`config.mk`:
```
export PLATFORM = sky130hd
export DESIGN_NAME = spi_target_flat
export DESIGN_NICKNAME = d
export VERILOG_FILES = /design/src/rtl/kolibri_spi_pkg.sv /design/src/rtl/spi_target_if.sv /design/src/rtl/spi_sync.sv /design/src/rtl/spi_target.sv /design/src/flat_wrapper.sv
export SDC_FILE = /design/constraint.sdc
export NUM_CORES = 1
export LEC_CHECK = 0
export CAP_MARGIN = 0
export CORE_MARGIN = 5
export CORE_UTILIZATION = 30
export DETAILED_ROUTE_END_ITERATION = 10
export GPL_TIMING_DRIVEN = 0
export MAX_ROUTING_LAYER = met4
export PLACE_DENSITY = 0.49
export SYNTH_ARGS = -nofsm -noshare
export SYNTH_HDL_FRONTEND = slang
export SYNTH_SLANG_ARGS = --single-unit
export TNS_END_PERCENT = 5
```
`constraint.sdc`:
```
create_clock -name MHZ48 -period 2.8 [get_ports MHZ48]
set_clock_uncertainty 0.05 [all_clocks]
set_input_delay 0.42 -clock MHZ48 [delete_from_list [all_inputs] [get_ports MHZ48]]
set_output_delay 0.42 -clock MHZ48 [all_outputs]
set_load 0.05 [all_outputs]
```
`src/rtl/kolibri_spi_pkg.sv`:
```
// kolibri_spi_pkg: register map, bit positions and state encoding shared by the SPI target
package kolibri_spi_pkg;
  localparam logic [1:0] A_DATA   = 2'd0;
  localparam logic [1:0] A_STATUS = 2'd1;
  localparam logic [1:0] A_CTRL   = 2'd2;
  localparam int ST_RXF = 0;
  localparam int ST_TXE = 1;
  localparam int ST_OVR = 2;
  localparam int ST_SEL = 3;
  localparam int CT_RX  = 0;
  localparam int CT_TX  = 1;
  localparam int CT_OVR = 2;
  localparam logic [7:0] DUMMY_DEF = 8'hFF;
  typedef enum logic {IDLE, SHIFT} state_t;
endpackage

```
`src/rtl/spi_target_if.sv`:
```
// spi_target_if: SPI pins plus CPU strobe bus of the SPI target
interface spi_target_if;
  logic       SCLK_IN, nSS, MOSI_IN, MISO, MISO_OE;
  logic [1:0] ADDR;
  logic       WR_STB, RD_STB, IRQ;
  logic [7:0] WDATA, RDATA;
  modport slave (input SCLK_IN, nSS, MOSI_IN, ADDR, WR_STB, RD_STB, WDATA,
                 output MISO, MISO_OE, RDATA, IRQ);
  modport master (output SCLK_IN, nSS, MOSI_IN, ADDR, WR_STB, RD_STB, WDATA,
                  input MISO, MISO_OE, RDATA, IRQ);
endinterface

```
`src/rtl/spi_sync.sv`:
```
// spi_sync: multi-stage synchronizer followed by a rise/fall edge detector
module spi_sync #(
  parameter int   STAGES  = 2,
  parameter logic RST_VAL = 1'b0
) (
  input  logic clk,
  input  logic rst_n,
  input  logic d_i,
  output logic q_o,
  output logic rise_o,
  output logic fall_o
);
  logic [STAGES-1:0] sync_q;
  logic              prev_q;
  always_ff @(posedge clk or negedge rst_n) begin
    if (!rst_n) begin
      sync_q <= {STAGES{RST_VAL}};
      prev_q <= RST_VAL;
    end else begin
      sync_q <= {sync_q[STAGES-2:0], d_i};
      prev_q <= sync_q[STAGES-1];
    end
  end
  assign q_o    = sync_q[STAGES-1];
  assign rise_o = q_o & ~prev_q;
  assign fall_o = ~q_o & prev_q;
endmodule

```
`src/rtl/spi_target.sv`:
```
// spi_target: SPI mode-0 target exchanging bytes with the CPU through a four-register window
module spi_target
  import kolibri_spi_pkg::*;
#(
  parameter int         SYNC_STAGES = 2,
  parameter logic [7:0] DUMMY       = DUMMY_DEF
) (
  input logic       MHZ48,
  input logic       nRES,
  spi_target_if.slave bus
);
  logic       sclk_rise, sclk_fall, nss_s, nss_rise, nss_fall, mosi_s;
  logic [2:0] sync_unused;
  state_t     state_q, state_d;
  logic [2:0] bit_cnt_q, bit_cnt_d, ien_q;
  logic [7:0] rx_shift_q, rx_shift_d, rx_data_q, rx_data_d, tx_buf_q, tx_buf_d;
  logic [7:0] tx_shift_q, tx_shift_d, rdata_q, status_v, rd_mux, rx_byte, tx_next;
  logic       rx_full_q, rx_full_d, ovr_q, ovr_d, tx_valid_q, tx_valid_d;
  logic       miso_q, miso_oe_q, irq_q, reload, rd_data, wr_data, wr_ovr, wr_ctrl;
  spi_sync #(.STAGES(SYNC_STAGES), .RST_VAL(1'b0)) u_sclk (.clk(MHZ48), .rst_n(nRES),
    .d_i(bus.SCLK_IN), .q_o(sync_unused[0]), .rise_o(sclk_rise), .fall_o(sclk_fall));
  spi_sync #(.STAGES(SYNC_STAGES), .RST_VAL(1'b1)) u_nss (.clk(MHZ48), .rst_n(nRES),
    .d_i(bus.nSS), .q_o(nss_s), .rise_o(nss_rise), .fall_o(nss_fall));
  spi_sync #(.STAGES(SYNC_STAGES), .RST_VAL(1'b0)) u_mosi (.clk(MHZ48), .rst_n(nRES),
    .d_i(bus.MOSI_IN), .q_o(mosi_s), .rise_o(sync_unused[1]), .fall_o(sync_unused[2]));
  assign rd_data = bus.RD_STB && bus.ADDR == A_DATA;
  assign wr_data = bus.WR_STB && bus.ADDR == A_DATA;
  assign wr_ovr  = bus.WR_STB && bus.ADDR == A_STATUS && bus.WDATA[ST_OVR];
  assign wr_ctrl = bus.WR_STB && bus.ADDR == A_CTRL;
  assign rx_byte = {rx_shift_q[6:0], mosi_s};
  assign tx_next = tx_valid_q ? tx_buf_q : DUMMY;
  always_comb begin
    state_d    = state_q;
    bit_cnt_d  = bit_cnt_q;
    rx_shift_d = rx_shift_q;
    rx_data_d  = rx_data_q;
    rx_full_d  = rd_data ? 1'b0 : rx_full_q;
    ovr_d      = wr_ovr ? 1'b0 : ovr_q;
    tx_shift_d = tx_shift_q;
    reload     = 1'b0;
    if (nss_rise) begin
      state_d   = IDLE;
      bit_cnt_d = '0;
    end else if (state_q == IDLE && nss_fall) begin
      state_d    = SHIFT;
      tx_shift_d = tx_next;
      reload     = 1'b1;
    end else if (state_q == SHIFT && sclk_rise) begin
      rx_shift_d = rx_byte;
      bit_cnt_d  = bit_cnt_q + 3'd1;
      // a completing byte beats a same-cycle DATA read; otherwise a full buffer drops it
      if (bit_cnt_q == 3'd7) begin
        if (rx_full_q && !rd_data) ovr_d = 1'b1;
        else begin
          rx_data_d = rx_byte;
          rx_full_d = 1'b1;
        end
      end
    end else if (state_q == SHIFT && sclk_fall) begin
      reload     = bit_cnt_q == 3'd0;
      tx_shift_d = reload ? tx_next : {tx_shift_q[6:0], 1'b0};
    end
    tx_valid_d = wr_data | (tx_valid_q & ~reload);
    tx_buf_d   = wr_data ? bus.WDATA : tx_buf_q;
  end
  always_comb begin
    status_v         = '0;
    status_v[ST_RXF] = rx_full_q;
    status_v[ST_TXE] = ~tx_valid_q;
    status_v[ST_OVR] = ovr_q;
    status_v[ST_SEL] = ~nss_s;
    rd_mux = bus.ADDR == A_DATA   ? rx_data_q :
             bus.ADDR == A_STATUS ? status_v :
             bus.ADDR == A_CTRL   ? {5'b0, ien_q} : 8'h00;
  end
  always_ff @(posedge MHZ48 or negedge nRES) begin
    if (!nRES) begin
      state_q    <= IDLE;
      bit_cnt_q  <= '0;
      rx_shift_q <= '0;
      rx_data_q  <= '0;
      rx_full_q  <= 1'b0;
      ovr_q      <= 1'b0;
      tx_buf_q   <= '0;
      tx_valid_q <= 1'b0;
      tx_shift_q <= '0;
      ien_q      <= '0;
      miso_q     <= 1'b1;
      miso_oe_q  <= 1'b0;
      rdata_q    <= '0;
      irq_q      <= 1'b0;
    end else begin
      state_q    <= state_d;
      bit_cnt_q  <= bit_cnt_d;
      rx_shift_q <= rx_shift_d;
      rx_data_q  <= rx_data_d;
      rx_full_q  <= rx_full_d;
      ovr_q      <= ovr_d;
      tx_buf_q   <= tx_buf_d;
      tx_valid_q <= tx_valid_d;
      tx_shift_q <= tx_shift_d;
      ien_q      <= wr_ctrl ? bus.WDATA[2:0] : ien_q;
      miso_q     <= state_d == SHIFT ? tx_shift_d[7] : 1'b1;
      miso_oe_q  <= state_d == SHIFT;
      rdata_q    <= bus.RD_STB ? rd_mux : rdata_q;
      irq_q      <= (rx_full_q & ien_q[CT_RX]) | (~tx_valid_q & ien_q[CT_TX]) |
                    (ovr_q & ien_q[CT_OVR]);
    end
  end
  assign bus.MISO    = miso_q;
  assign bus.MISO_OE = miso_oe_q;
  assign bus.RDATA   = rdata_q;
  assign bus.IRQ     = irq_q;
endmodule

```
`src/flat_wrapper.sv`:
```
// flat-port wrapper written by rule: the top's interface ports become plain ports
module spi_target_flat import kolibri_spi_pkg::*;
#(
  parameter int         SYNC_STAGES = 2,
  parameter logic [7:0] DUMMY       = DUMMY_DEF
)
  (MHZ48, nRES, bus_SCLK_IN, bus_nSS, bus_MOSI_IN, bus_ADDR, bus_WR_STB, bus_RD_STB, bus_WDATA, bus_MISO, bus_MISO_OE, bus_RDATA, bus_IRQ);
  spi_target_if bus_i ();
  input logic MHZ48;
  input logic nRES;
  input wire logic [$bits(bus_i.SCLK_IN)-1:0] bus_SCLK_IN;
  input wire logic [$bits(bus_i.nSS)-1:0] bus_nSS;
  input wire logic [$bits(bus_i.MOSI_IN)-1:0] bus_MOSI_IN;
  input wire logic [$bits(bus_i.ADDR)-1:0] bus_ADDR;
  input wire logic [$bits(bus_i.WR_STB)-1:0] bus_WR_STB;
  input wire logic [$bits(bus_i.RD_STB)-1:0] bus_RD_STB;
  input wire logic [$bits(bus_i.WDATA)-1:0] bus_WDATA;
  output wire logic [$bits(bus_i.MISO)-1:0] bus_MISO;
  output wire logic [$bits(bus_i.MISO_OE)-1:0] bus_MISO_OE;
  output wire logic [$bits(bus_i.RDATA)-1:0] bus_RDATA;
  output wire logic [$bits(bus_i.IRQ)-1:0] bus_IRQ;
  assign bus_i.SCLK_IN = bus_SCLK_IN;
  assign bus_i.nSS = bus_nSS;
  assign bus_i.MOSI_IN = bus_MOSI_IN;
  assign bus_i.ADDR = bus_ADDR;
  assign bus_i.WR_STB = bus_WR_STB;
  assign bus_i.RD_STB = bus_RD_STB;
  assign bus_i.WDATA = bus_WDATA;
  assign bus_MISO = bus_i.MISO;
  assign bus_MISO_OE = bus_i.MISO_OE;
  assign bus_RDATA = bus_i.RDATA;
  assign bus_IRQ = bus_i.IRQ;
  spi_target #(.SYNC_STAGES(SYNC_STAGES), .DUMMY(DUMMY)) u_core (.MHZ48(MHZ48), .nRES(nRES), .bus(bus_i));
endmodule
```
==> results.ini, run 1 <==
[run_status]
status=finished clean

[critical_path]
critical_path.top_delay_family=buffers and inverters
arrival_ns=1.64
crit_cells=1
critPathMaxFanout=5
crit_buf_inv=1
start_kind=register
cp_cell_sequence=clkdlybuf4s50_1
critical_path.max_stage_delay_ns=0.84
path_class=register to output port
cp.required_ns=2.33
crit_path_end_kind=output port
cpMaxStageDelayCell=clkdlybuf4s50_1
r2r_cells=4

[floorplan]
core_area_sq_um=8090
die_width_microns=100
start_util_pct=30.3
die_h_microns=100
die-area_sq_um=10100
core.rowCount=33
io_pins=28

[place]
routabilityCongestion=0.704
place_area_sq_um=2850
io_buffers=25
dpl.hpwl_mm=3.15
pre_cts_ws_ns=0.542

[logic_synthesis]
syn-num-nets=216
ys_async_sr_fraction_pct=100
synth-edff-count=0
synth_ff_type=dfrtp_1
yosysWarnings=0
postSynthCellCount=196
ys_types=34
synthesis.area_sq_um=2450
yosysTopAreaCell=dfrtp_1
syn-mean-instance-area_sq_um=12.5
synth.most_common_cell=dfrtp_1
synth-seq-cells=59
synth_top_cell_area_share_pct=56.2
synthTopCellsByArea=dfrtp_1 (56%), mux2_2 (12%), dfstp_2 (4.3%)
ys_seq_area_share_pct=60.4
yosys-top-cells-count=dfrtp_1 (55), mux2_2 (27), nor2_1 (17)

[routing]
antenna_left=0
vias_per_cell=4.41
routed_wl_mm=4.44
drc=0
drt_iter0_drc=55
vias=1511
avgRoutedWirePerCell_microns=12.9
first_pass_iters=4

[clocking]
clk_latency_ns=0.33
cts_setup_buffers=0
cts_max_path_buffers=2
clk_pin_slew_ns=0.07
cts_buffers=9
cts_sinks=59
cts.repair.resized=0
cts_tree=yes
hold_buffers=0
root_buffer=clkbuf_8
htreeDepth=3

[run]
max_cap_violations=0

[global_route]
use_met3_pct=2.99
grtUsageMet2_pct=13.6
grt_pass1_vias=1548
grt_use_total_pct=10.3
grtUsageMet1_pct=13.9
antenna_found_initial=0
grt_max_degree=38
grt-busiest-layer=met1
grt_pass1_wl_mm=7.65
overflow=0

[timing]
tns_ns=0
fin_crit_sh_pct=75.2
slew_violations=0
max_freq_mhz=475
tightest_slew_ns=0.548
rsz0062_at_grt=no
finalWorstSetupSlack_ns=0.695
finalHoldViolCount=0
finalSetupViolations=0
min_period_ns=2.11
relSlewSlack_pct=63.5
holdWs_ns=0.0209

[power]
pwr-share-comb_pct=17.1
switchingPower_w=0.000577
ir_worst_vdd_mv=0.255
power.total_w=0.00208
switching_share_pct=27.7
seqPwrFrac_pct=51.6
powerDensity_nw_per_um2=692
power_leakage_nw=1.33
clock_power_share_pct=31.2
p_int_w=0.00151

[finish]
nFillCells=830
multi_input_area_sq_um=890
synthToLayoutAreaGrowth_pct=22.9
antennaDiodeCount=0
design_area_sq_um=3010
seqCellArea_sq_um=1480
drive_above_1_share_pct=24.4
nets=253

[hold_path]
worst_hold_path_type=input port to async pin

## logic make-up after synthesis
kind of cell,Yosys count,synth area share (%)
buffers and inverters,17,3.27
adder cells (fa/ha/maj),3,1.53
flip-flops,59,60.4
AND/OR/NAND/NOR,49,11.3
AO/OA/AOI/OAI,35,8.63
XOR/XNOR,1,0.357
multiplexers,32,14.4
## worst paths after layout
kind / from / endpoint / slack, ns
worst max-delay path: u_core.state_q / bus_MISO_OE / 0.69
worst min-delay path: nRES / u_core.rx_full_q / 0.02
worst max register to register: u_core.u_nss.prev_q / u_core.rx_data_q[0] / 1.18
worst min register to register: u_core.u_mosi.sync_q[0] / u_core.u_mosi.sync_q[1] / 0.30
max in group asynchronous: nRES / u_core.u_nss.prev_q / 2.03
min in group MHZ48: u_core.u_mosi.sync_q[0] / u_core.u_mosi.sync_q[1] / 0.30
## flip-flops by register name (all words and copies together), names as in the netlist
| register | cells |
|---|---|
| u_core.bit_cnt_q | 3 |
| u_core.bus.IRQ | 1 |
| u_core.bus.MISO | 1 |
| u_core.bus.RDATA | 8 |
| u_core.ien_q | 3 |
| u_core.ovr_q | 1 |
| u_core.rx_data_q | 8 |
| u_core.rx_full_q | 1 |
| u_core.rx_shift_q | 7 |
| u_core.state_q | 1 |
| u_core.tx_buf_q | 8 |
| u_core.tx_shift_q | 8 |
| u_core.tx_valid_q | 1 |
| u_core.u_mosi.sync_q | 2 |
| u_core.u_nss.prev_q | 1 |
| u_core.u_nss.sync_q | 2 |
| u_core.u_sclk.prev_q | 1 |
| u_core.u_sclk.sync_q | 2 |
## placed cells by master, fill, tap and decap left out
cell type / Yosys / routed
a211oi_1: 1 / 1
a21bo_2: 1 / 1
a21o_1: 1 / 1
a21oi_1: 7 / 7
a221o_1: 1 / 1
a31oi_1: 6 / 6
and2_1: 2 / 2
and2b_4: 1 / 1
buf_12: 0 / 1
buf_2: 1 / 2
buf_6: 2 / 2
clkbuf_1: 3 / 6
clkbuf_8: 0 / 10
clkdlybuf4s50_1: 0 / 24
clkinv_1: 1 / 1
clkinv_2: 0 / 3
dfrtp_1: 55 / 55
dfstp_2: 4 / 4
ha_1: 3 / 3
inv_1: 10 / 10
mux2_2: 27 / 27
mux2i_1: 5 / 5
nand2_1: 11 / 11
nand2b_1: 2 / 2
nand3_1: 7 / 7
nand3_4: 1 / 1
nand3b_1: 2 / 2
nand3b_4: 1 / 1
nor2_1: 17 / 17
nor2_2: 1 / 1
nor2_8: 1 / 1
nor2b_1: 2 / 2
o211ai_1: 2 / 2
o21ai_0: 13 / 13
o21ai_2: 2 / 2
o22ai_1: 1 / 1
or3b_4: 1 / 1
xnor2_1: 1 / 1
## per-layer routing
metal,wire (microns),share of wire (%)
met1,2260,51
met2,1940,44
met3,144,3.2
met4,95,2.1
met5,0,0
## metrics by stage
step,util (%),cells
finish,37.2,343
global route,37.2,343
CTS,37.2,343
detailed placement,35.2,327
global placement,35.0,326
floorplan,-,196
## final cells by class
class / instances / share of cell area [%]
buffer: 6 / 1.29
clock buffer: 13 / 4.94
clock inverter: 3 / 0.499
inverter: 11 / 1.37
multi-input combinational: 120 / 29.5
sequential: 59 / 49.2
tap: 105 / 4.36
timing repair buffer: 26 / 8.81
## power groups by stage
| stage | registers [W] | clock network (W) | logic (W) |
|---|---|---|---|
| after floorplan | 0.00112 | 0 | 0.000202 |
| after global placement | 0.00109 | 0 | 0.000357 |
| after detailed placement | 0.00109 | 0 | 0.000363 |
| after CTS | 0.00108 | 0.000677 | 0.000364 |
| after global routing | 0.00110 | 0.000719 | 0.000397 |
| final | 0.00108 | 0.000651 | 0.000357 |
(Power assumes the default switching activity.)
==> run 2, diff against run 1 <==
- clock period: 2.8 -> 2.14 ns (I/O delays scaled with it)
==> run 2 against run 1 <==
Compared with the run above:
- cell count is 0.29% higher
- core utilization is 0.12 points higher
- final area is 0.33% higher
- combinational power is 31% higher
- largest cell class unchanged
- largest power group unchanged
==> results.ini, run 2 (synthesis results as in run 1) <==
[timing]
rsz0062_at_grt=no
finalWorstSetupSlack_ns=0.133
max_freq_mhz=498
slew_violations=0
min_period_ns=2.01
fin_crit_sh_pct=93.8
finalSetupViolations=0
tightest_slew_ns=0.547
finalHoldViolCount=0
relSlewSlack_pct=63.5

[finish]
layout_commonest_cell=dfrtp_1
stdcell_count=344
design_area_sq_um=3020
drive_above_1_share_pct=24.3
synthToLayoutAreaGrowth_pct=23.3
antennaDiodeCount=0
nets=254
fin_util_pct=37.3
layout_common_cells=dfrtp_1 (55), mux2_2 (27), clkdlybuf4s50_1 (24)
nFillCells=832

[global_route]
grt_pass1_vias=1553
grt_max_degree=38
antenna_found_initial=0
grt_use_total_pct=10.3
overflow=0
grt_pass1_wl_mm=7.67

[floorplan]
die-area_sq_um=10100
io_pins=28
start_util_pct=30.3
core.rowCount=33
core_area_sq_um=8090
die_h_microns=100
die_width_microns=100

[critical_path]
crit_cells=1
critPathMaxFanout=5
start_kind=register
cp.required_ns=1.77
r2r_cells=4
crit_path_end_kind=output port
critical_path.max_stage_delay_ns=0.85
crit_buf_inv=1
arrival_ns=1.64
cp_cell_sequence=clkdlybuf4s50_1
path_class=register to output port
critical_path.top_delay_family=buffers and inverters
cpMaxStageDelayCell=clkdlybuf4s50_1

[hold_path]
worstHoldPathCells=0
worst_hold_path_type=register to register

[routing]
drc=0
antenna_left=0
first_pass_iters=5
vias_per_cell=4.42
drt_iter0_drc=68
routed_wl_mm=4.45
vias=1520
avgRoutedWirePerCell_microns=12.9

[clocking]
cts.repair.resized=0
clk_latency_ns=0.33
cts_tree=yes
cts_buffers=9
cts_max_path_buffers=2
cts_sinks=59
htreeDepth=3
clk_pin_slew_ns=0.06
root_buffer=clkbuf_8

[run]
max_cap_violations=0

[place]
io_buffers=25
pre_cts_ws_ns=-0.0192
routabilityCongestion=0.704
dpl.hpwl_mm=3.15
place_inst=327
place_area_sq_um=2850

[power]
powerDensity_nw_per_um2=903
ir_worst_vdd_mv=0.336
power_leakage_nw=1.34

[run_status]
status=finished clean

[run 2: repair_timing]
item                       in CTS  in global routing
hold endpoints to repair       22                  0
setup endpoints to repair       0                  0
hold buffers                    1                  0
buffers inserted                0                  0
[run 2: layout make-up]
| class | count | area [sq um] | area share (%) |
|---|---|---|---|
| Buffer | 6 | 38.8 | 1.28 |
| Clock buffer | 13 | 149 | 4.93 |
| Clock inverter | 3 | 15.0 | 0.497 |
| Inverter | 11 | 41.3 | 1.37 |
| Multi-Input combinational cell | 120 | 890 | 29.4 |
| Sequential cell | 59 | 1480 | 49.0 |
| Tap cell | 105 | 131 | 4.35 |
| Timing Repair Buffer | 27 | 275 | 9.11 |
[run 2: report_power, final]
group / internal (W) / switching (W)
sequential: 0.00130 / 0.000104
combinational: 0.000223 / 0.000245
clock: 0.000447 / 0.000406
total: 0.00197 / 0.000756
[run 2: final timing paths]
kind | start | end | slack (ns)
setup / recovery | u_core.state_q | bus_MISO_OE | 0.13
hold / removal | u_core.u_mosi.sync_q[0] | u_core.u_mosi.sync_q[1] | 0.30
setup reg to reg | u_core.u_nss.prev_q | u_core.rx_data_q[0] | 0.52
hold reg to reg | u_core.u_mosi.sync_q[0] | u_core.u_mosi.sync_q[1] | 0.30
max in group asynchronous | nRES | u_core.u_nss.prev_q | 0.93
min in group asynchronous | nRES | u_core.rx_full_q | 0.46
[run 2: stage by stage]
stage / total power, W / hold slack (ns) / TNS [ns]
after floorplan: 0.00173 / -0.0246 / 0
after global placement: 0.00190 / 0.283 / -74.41
after detailed placement: 0.00191 / 0.286 / -0.118
after CTS: 0.00277 / 0.300 / 0
after global routing: 0.00290 / 0.314 / 0
final: 0.00273 / 0.301 / 0
[run 2: per-layer routing]
| layer | vias up | GRT usage, % | wire [microns] |
|---|---|---|---|
| met5 | - | - | 0 |
| met4 | 0 | 5.91 | 73 |
| met3 | 7 | 2.99 | 137 |
| met2 | 24 | 13.6 | 1970 |
| met1 | 735 | 13.9 | 2280 |
| li1 | 754 | - | - |
